`config.mk`:
```
export PLATFORM = sky130hd
export DESIGN_NAME = nano_loader
export DESIGN_NICKNAME = d
export VERILOG_FILES = /design/src/rtl/nano_loader.sv
export SDC_FILE = /design/constraint.sdc
export NUM_CORES = 1
export LEC_CHECK = 0
export CORE_ASPECT_RATIO = 1.25
export CORE_UTILIZATION = 50
export CTS_CLUSTER_SIZE = 20
export DETAILED_ROUTE_END_ITERATION = 12
export GPL_TIMING_DRIVEN = 0
export HOLD_SLACK_MARGIN = 0.05
export PLACE_DENSITY = 0.72
export SLEW_MARGIN = 20
export SYNTH_ARGS = -nofsm -noshare
export SYNTH_HDL_FRONTEND = slang
export SYNTH_SLANG_ARGS = --single-unit
export TNS_END_PERCENT = 10
```
`constraint.sdc`:
```
create_clock -name i_clk -period 2.1 [get_ports i_clk]
set_input_delay 0.315 -clock i_clk [delete_from_list [all_inputs] [get_ports i_clk]]
set_output_delay 0.315 -clock i_clk [all_outputs]
set_load 0.05 [all_outputs]
```
`src/rtl/nano_loader.sv`:
```
// Boot loader that receives a length-prefixed, XOR-checksummed byte stream and
// writes it as 32-bit words into core memory, holding the core in reset until a good load.
module nano_loader #(
    parameter int ADDR_W = 10
) (
    input  logic              i_clk,
    input  logic              i_rst,
    input  logic              i_start,
    input  logic [7:0]        i_rx_data,
    input  logic              i_rx_valid,
    output logic              o_rx_ready,
    output logic              o_mem_we,
    output logic [ADDR_W-1:0] o_mem_addr,
    output logic [31:0]       o_mem_wdata,
    output logic              o_core_rst,
    output logic              o_busy,
    output logic              o_done,
    output logic              o_err
);

    typedef enum logic [2:0] {
        IDLE, LEN0, LEN1, DATA, WR, CSUM, DONE, ERR
    } state_t;

    localparam int unsigned MAX_WORDS = 2 ** ADDR_W;

    state_t            state_q, state_d;
    logic [15:0]       len_q, len_d;
    logic [1:0]        byte_cnt_q, byte_cnt_d;
    // One extra bit so the post-increment compare works when N == 2^ADDR_W.
    logic [ADDR_W:0]   word_idx_q, word_idx_d;
    logic [7:0]        csum_q, csum_d;
    logic [31:0]       word_q, word_d;
    logic              rx_ready_q, rx_ready_d;
    logic              mem_we_q, mem_we_d;
    logic [ADDR_W-1:0] mem_addr_q, mem_addr_d;
    logic [31:0]       mem_wdata_q, mem_wdata_d;
    logic              core_rst_q, core_rst_d;
    logic              busy_q, busy_d;
    logic              done_q, done_d;
    logic              err_q, err_d;

    logic              accept;
    logic [15:0]       len_full;

    assign accept   = i_rx_valid && rx_ready_q;
    assign len_full = {i_rx_data, len_q[7:0]};

    always_comb begin
        state_d     = state_q;
        len_d       = len_q;
        byte_cnt_d  = byte_cnt_q;
        word_idx_d  = word_idx_q;
        csum_d      = csum_q;
        word_d      = word_q;
        mem_addr_d  = mem_addr_q;
        mem_wdata_d = mem_wdata_q;
        core_rst_d  = core_rst_q;

        case (state_q)
            IDLE, ERR: begin
                if (i_start) begin
                    state_d    = LEN0;
                    len_d      = '0;
                    byte_cnt_d = '0;
                    word_idx_d = '0;
                    csum_d     = '0;
                    core_rst_d = 1'b1;
                end
            end
            LEN0: begin
                if (accept) begin
                    len_d[7:0] = i_rx_data;
                    state_d    = LEN1;
                end
            end
            LEN1: begin
                if (accept) begin
                    len_d[15:8] = i_rx_data;
                    if (len_full == 16'd0)
                        state_d = CSUM;
                    else if (32'(len_full) > MAX_WORDS)
                        state_d = ERR;
                    else
                        state_d = DATA;
                end
            end
            DATA: begin
                if (accept) begin
                    case (byte_cnt_q)
                        2'd0:    word_d[7:0]   = i_rx_data;
                        2'd1:    word_d[15:8]  = i_rx_data;
                        2'd2:    word_d[23:16] = i_rx_data;
                        default: word_d[31:24] = i_rx_data;
                    endcase
                    csum_d     = csum_q ^ i_rx_data;
                    byte_cnt_d = byte_cnt_q + 2'd1;
                    if (byte_cnt_q == 2'd3) begin
                        state_d     = WR;
                        mem_addr_d  = word_idx_q[ADDR_W-1:0];
                        mem_wdata_d = word_d;
                    end
                end
            end
            WR: begin
                word_idx_d = word_idx_q + {{ADDR_W{1'b0}}, 1'b1};
                if (32'(word_idx_q) + 32'd1 == 32'(len_q))
                    state_d = CSUM;
                else
                    state_d = DATA;
            end
            CSUM: begin
                if (accept)
                    state_d = (i_rx_data == csum_q) ? DONE : ERR;
            end
            DONE:    state_d = IDLE;
            default: state_d = IDLE;
        endcase

        rx_ready_d = (state_d == LEN0) || (state_d == LEN1) ||
                     (state_d == DATA) || (state_d == CSUM);
        busy_d     = rx_ready_d;
        mem_we_d   = (state_d == WR);
        done_d     = (state_d == DONE);
        err_d      = (state_d == ERR);
        if (state_d == DONE)
            core_rst_d = 1'b0;
    end

    always_ff @(posedge i_clk) begin
        if (i_rst) begin
            state_q     <= IDLE;
            len_q       <= '0;
            byte_cnt_q  <= '0;
            word_idx_q  <= '0;
            csum_q      <= '0;
            word_q      <= '0;
            rx_ready_q  <= 1'b0;
            mem_we_q    <= 1'b0;
            mem_addr_q  <= '0;
            mem_wdata_q <= '0;
            core_rst_q  <= 1'b1;
            busy_q      <= 1'b0;
            done_q      <= 1'b0;
            err_q       <= 1'b0;
        end else begin
            state_q     <= state_d;
            len_q       <= len_d;
            byte_cnt_q  <= byte_cnt_d;
            word_idx_q  <= word_idx_d;
            csum_q      <= csum_d;
            word_q      <= word_d;
            rx_ready_q  <= rx_ready_d;
            mem_we_q    <= mem_we_d;
            mem_addr_q  <= mem_addr_d;
            mem_wdata_q <= mem_wdata_d;
            core_rst_q  <= core_rst_d;
            busy_q      <= busy_d;
            done_q      <= done_d;
            err_q       <= err_d;
        end
    end

    assign o_rx_ready  = rx_ready_q;
    assign o_mem_we    = mem_we_q;
    assign o_mem_addr  = mem_addr_q;
    assign o_mem_wdata = mem_wdata_q;
    assign o_core_rst  = core_rst_q;
    assign o_busy      = busy_q;
    assign o_done      = done_q;
    assign o_err       = err_q;

endmodule
```
### Yosys cells after proc, flatten, opt, wreduce, memory -nomap -nowiden

Cells that the tools add are included.

* $add $sub $neg: 3
* magnitude comparators: 1
* eq/ne operators: 23
* multiplexer cells: 30
* bitwise gates (word level): 1
* reduce and logical (&&, ||, !) cells: 22

Operators with widths (number)
* $mux 8: 7
* $pmux 8 s2: 3
* $mux 3: 9
* $eq 3x3->1 const B: 8
* $pmux 11 s2: 1
* $pmux 3 s7: 1
* $eq 12x16->1: 1
* $gt 16x11->1 const B: 1
* $logic_not 16->1: 1
* $mux 16: 1
* $add 11x1->12 const B: 1
* $eq 3x2->1 const B: 4
* $reduce_and 3->1: 4
* $reduce_bool 2->1: 6
* $add 11x1->11 const B: 1
* $mux 11: 1
* $eq 8x8->1: 1
* $ne 2x2->1 const B: 4
* $xor 8x8->8: 1
* $eq 3x1->1 const B: 2
* $reduce_and 2->1: 3
* $eq 2x2->1 const B: 2
* $mux 1: 4
* $mux 2: 2
* 9 further kinds: 11

* register bits after elaboration: 119
* bits of input ports: 12
* output and inout port bits: 48
* word-level logic and storage cells: 94

### Longest topological paths before layout

Gate-level depths: netlist of run 1.

* depth after elaboration: 9
* gate-level depth with buffers: 8
* gate-level depth less buffers: 7

### Worst setup path before layout of run 1

Ideal clock, no wire load.

* path type: register to register
* start: register o_busy (netlist name)
* end: register err_q (netlist: o_err)
* setup time: 115 ps
* arrival: 1977 ps
* required time: 1985 ps
* slack: 8 ps
* cell stages (with the launch flop): 6
* path buffers: 0
* clock period less this slack: 2092 ps
* path through: dfxtp_1 -> nand2_1 -> or4_1 -> a22o_1 -> nor2b_4 -> and2_1

RTL lines
* to (signal assigned): line 160 `err_q <= err_d;`
* to (decl): line 41 `logic err_q, err_d;`

### Worst setup path in the final report of run 1

* start: register word_idx_q[1]
* end: register mem_we_q (netlist: o_mem_we)

* word-level cells in the longest chain between the ends: 5

Ends and longest elaborated chain
* from (decl): line 31 `logic [ADDR_W:0] word_idx_q, word_idx_d;`
* from (signal assigned): line 150 `word_idx_q <= word_idx_d;`
* $add 11x1->12: line 107 `if (32'(word_idx_q) + 32'd1 == 32'(len_q))`
* $eq 12x16->1: line 107
* $mux 3: line 107
* $pmux 3 s7: line 60 `case (state_q)`
* $eq 3x3->1: line 123 `mem_we_d = (state_d == WR);`
* to (signal assigned): line 154 `mem_we_q <= mem_we_d;`
* to (decl): line 35 `logic mem_we_q, mem_we_d;`

No other way between the ends.
A chain may end at the register's enable or synchronous reset.

==> impl_metrics.csv, run 1 <==
group,metric,value,unit
setup_path,critPathSlowestCell,"dfxtp_2",
yosys,async_reset_ff_share,0,%
timing,slew_violations,0,
run_status,status,"finished, final reports clean",
cells_and_area,final_cell_mix,"dfxtp_1, nand2_1, a21oi_1, nor2_1, clkdlybuf4s50_1",
yosys,ys_warn_count,0,
clock_network,clock_latency,360,ps
die,die_h,115,um
cells_and_area,drive_gt1_share,8.91,%
setup_path,crit_chain,"ha_1 -> buf_2 -> nand3_4 -> nor3_4 -> xnor2_1 -> nor3_2 -> nand4_1 -> a211oi_2",
pwr,pwr_density_cell,675,nW/um^2
cells_and_area,multi_input_area,2730,sq um
yosys,synthCells,633,
grt,grt_pass1_vias,4574,
pwr,ir_worst_vdd,0.447,mV
detailed_routing,dr.pass1.iters,5,
yosys,synthXorXnorAreaFrac,2.72,%
cells_and_area,final_common_cell,"dfxtp_1",
detailed_routing,drc,0,
job,maxCapViolCount,0,
yosys,synth_edf_count,0,
timing,max_slew_margin,51.6,%
detailed_routing,totalWireLength,13.8,mm
detailed_routing,dr_total_vias,4783,
yosys,avgSynthCellArea,8.14,sq um
cells_and_area,layout.nets,719,
timing,finalSetupViolations,0,
detailed_routing,drtIter0Drc,336,
cells_and_area,n_antenna_cell,0,
detailed_routing,wl_met3,584,um
clock_network,cts.sink_count,111,
clock_network,clk_path_buf_depth,2,
clock_network,cts_tree,"built",
setup_path,cp-start-kind,"flip-flop",
pwr,p_leak,2.07,nW
placement,post-dp-hpwl,9.64,mm
yosys,synth_area,5150,sq um
setup_path,worst-setup-path-type,"flip-flop to flip-flop",
detailed_routing,drt-met1-wl,5.70,mm
yosys,ys_seq_elements,111,
clock_network,path_clk_slew,70,ps
pwr,power.total,4.23,mW
placement,io_buffers,58,
die,rows,41,
min_path,hp-class,"input port to flip-flop",
timing,fmaxAchievable,0.486,GHz
yosys,synth_mux_area_share,4.66,%
die,io_pins,60,
cells_and_area,ff_latch_area,2230,sq um
placement,dpl-instance-area,5890,sq um
die,coreArea,10100,sq um
cells_and_area,syn2layout_area_growth,21.6,%
setup_path,crit_fanout,7,
clock_network,cts_buffers,9,
grt,antenna_found_initial,0,
timing,finalCritPeriodShare,98.1,%
yosys,synth_top_family_by_area,"simple AND/OR/NAND/NOR gates",
cells_and_area,stdcell_area,6260,sq um
placement,gp_congestion,0.890,
detailed_routing,vias_per_cell,5.72,
grt,grt_max_degree,18,
grt,grt_pass1_wl,22.2,mm
detailed_routing,wl_met2,7.08,mm
timing,rsz0062_at_grt,"yes",
grt,grt_use_total,26.8,%
clock_network,h-tree-depth,3,
detailed_routing,routedWlPerCell,16.5,um
yosys,synth_fa_ha_area_share,1.21,%
yosys,synth-simple-area-share,26.0,%
die,dieArea,10700,sq um
cells_and_area,fill_cells,910,
die,initial_utilization,51.2,%
yosys,synthFlopType,"dfxtp_1",
timing,period_needed,2060,ps
setup_path,cp.arrival,2340,ps
clock_network,clockRootBuffer,"clkbuf_16",
timing,hold_viol,0,
setup_path,cpPeakStageDelay,410,ps
grt,gr-total-overflow,0,
die,fp.dieW,92.8,um
detailed_routing,ant_nets,0,
timing,tightest_slew,723,ps
setup_path,cp.required,2380,ps
yosys,synth_compound_area_share,17.1,%
yosys,syn_nets,650,
yosys,synth.distinct_cells,61,
timing,final.setup_skew,7.78,ps
clock_network,postCtsHoldBufs,0,
detailed_routing,top_layer,"met4",
yosys,synth-seq-area-share,43.1,%
setup_path,crit_path_end_kind,"flip-flop",
[metrics by stage]
step                      util (%)  instances  hold WS, ps  setup WS (ps)  TNS, ps
final                         62.3        836          424           40.8        0
after global routing          62.3        836          479          -70.4     -226
after CTS                     61.8        836          433           13.3        0
after detailed placement      58.6        820          444           -321    -4110
after global placement        58.6        820          441           -306    -2570
after floorplan                  -        633          432           7.79        0
[worst max-delay path, delay by kind of cell, from the launching register on]
family | cells | cell delay [ps]
compound gates | 1 | 260
xor+xnor | 1 | 120
fa+ha+maj | 1 | 160
buf+inv | 1 | 190
flops | 1 | 410
simple gates | 4 | 840
[cell type report]
| type | instances | share of cell area [%] |
|---|---|---|
| multi-input cells | 461 | 43.6 |
| flip-flops and latches | 111 | 35.6 |
| repair buffers | 58 | 9.23 |
| plain buffers | 56 | 4.09 |
| clock buffers | 12 | 3.77 |
| well taps | 129 | 2.58 |
| clock inverters | 4 | 0.879 |
| inverters | 5 | 0.300 |
[cells by family (layout without fill, tap and decap cells)]
family,Yosys count,after routing
AO/OA/AOI/OAI,146,146
adder cells (fa/ha/maj),5,5
XOR/XNOR,16,16
buffers and inverters,61,135
multiplexers,24,24
AND/OR/NAND/NOR,270,270
flip-flops,111,111
[registers in the layout, summed over array words and instances, names as in the netlist, 2 cells and up]
name and cells:
csum_q 8, word_q 24, word_idx_q 11, byte_cnt_q 2
o_mem_addr 10, len_q 16, o_mem_wdata 32, state_q 3
[per-layer routing]
layer  global-route usage (%)  up-vias
li1                         -     2343
met2                     46.4      138
met1                     32.1     2271
met5                        0        -
met4                     14.2        0
met3                     4.00       31
[synth_stat cells (all sizes together), types with 4 or more instances]
| library cell | n | area share (%) |
|---|---|---|
| dfxtp | 111 | 43 |
| nand2 | 93 | 6.8 |
| a21oi | 73 | 7.1 |
| nor2 | 63 | 4.8 |
| nand3 | 51 | 5.2 |
| clkbuf | 36 | 2.6 |
| a211oi | 26 | 3.9 |
| mux2i | 24 | 4.7 |
| buf | 20 | 2.2 |
| o21ai | 20 | 1.9 |
| nor3 | 13 | 1.6 |
| xnor2 | 13 | 2.2 |
| nor2b | 12 | 1.6 |
| a22oi | 8 | 1.2 |
| ha | 5 | 1.2 |
| inv | 5 | 0.36 |
| nand4 | 5 | 0.61 |
| nor4 | 5 | 0.97 |
| nand3b | 4 | 0.58 |
[power breakdown]
part,switching (mW),internal [mW]
clock network,0.792,0.934
logic,0.243,0.119
registers,0.0245,2.12
[final timing paths]
path | start | to | slack [ps] | depth (start not counted)
worst max-delay path | word_idx_q[1] | o_mem_we | 40 | 8
worst min-delay path | i_rst | state_q[0] | 420 | 2
worst max register to register | word_idx_q[1] | o_mem_we | 40 | 8
worst min register to register | o_mem_addr[4] | o_mem_addr[4] | 450 | 2
[repair_timing]
item                                    4_1_cts  5_1_grt
gates resized for setup                       7       20
endpoints found under the setup margin       14       37
pin swaps                                     2        2
setup buffers                                 0        0
No activity file was read; power rests on OpenSTA's default activity.
==> run 2, diff against run 1 <==
- CAP_MARGIN: not set -> 15
==> results of run 2 <==
Final layout, timing and power as in run 1 (identical DEF).
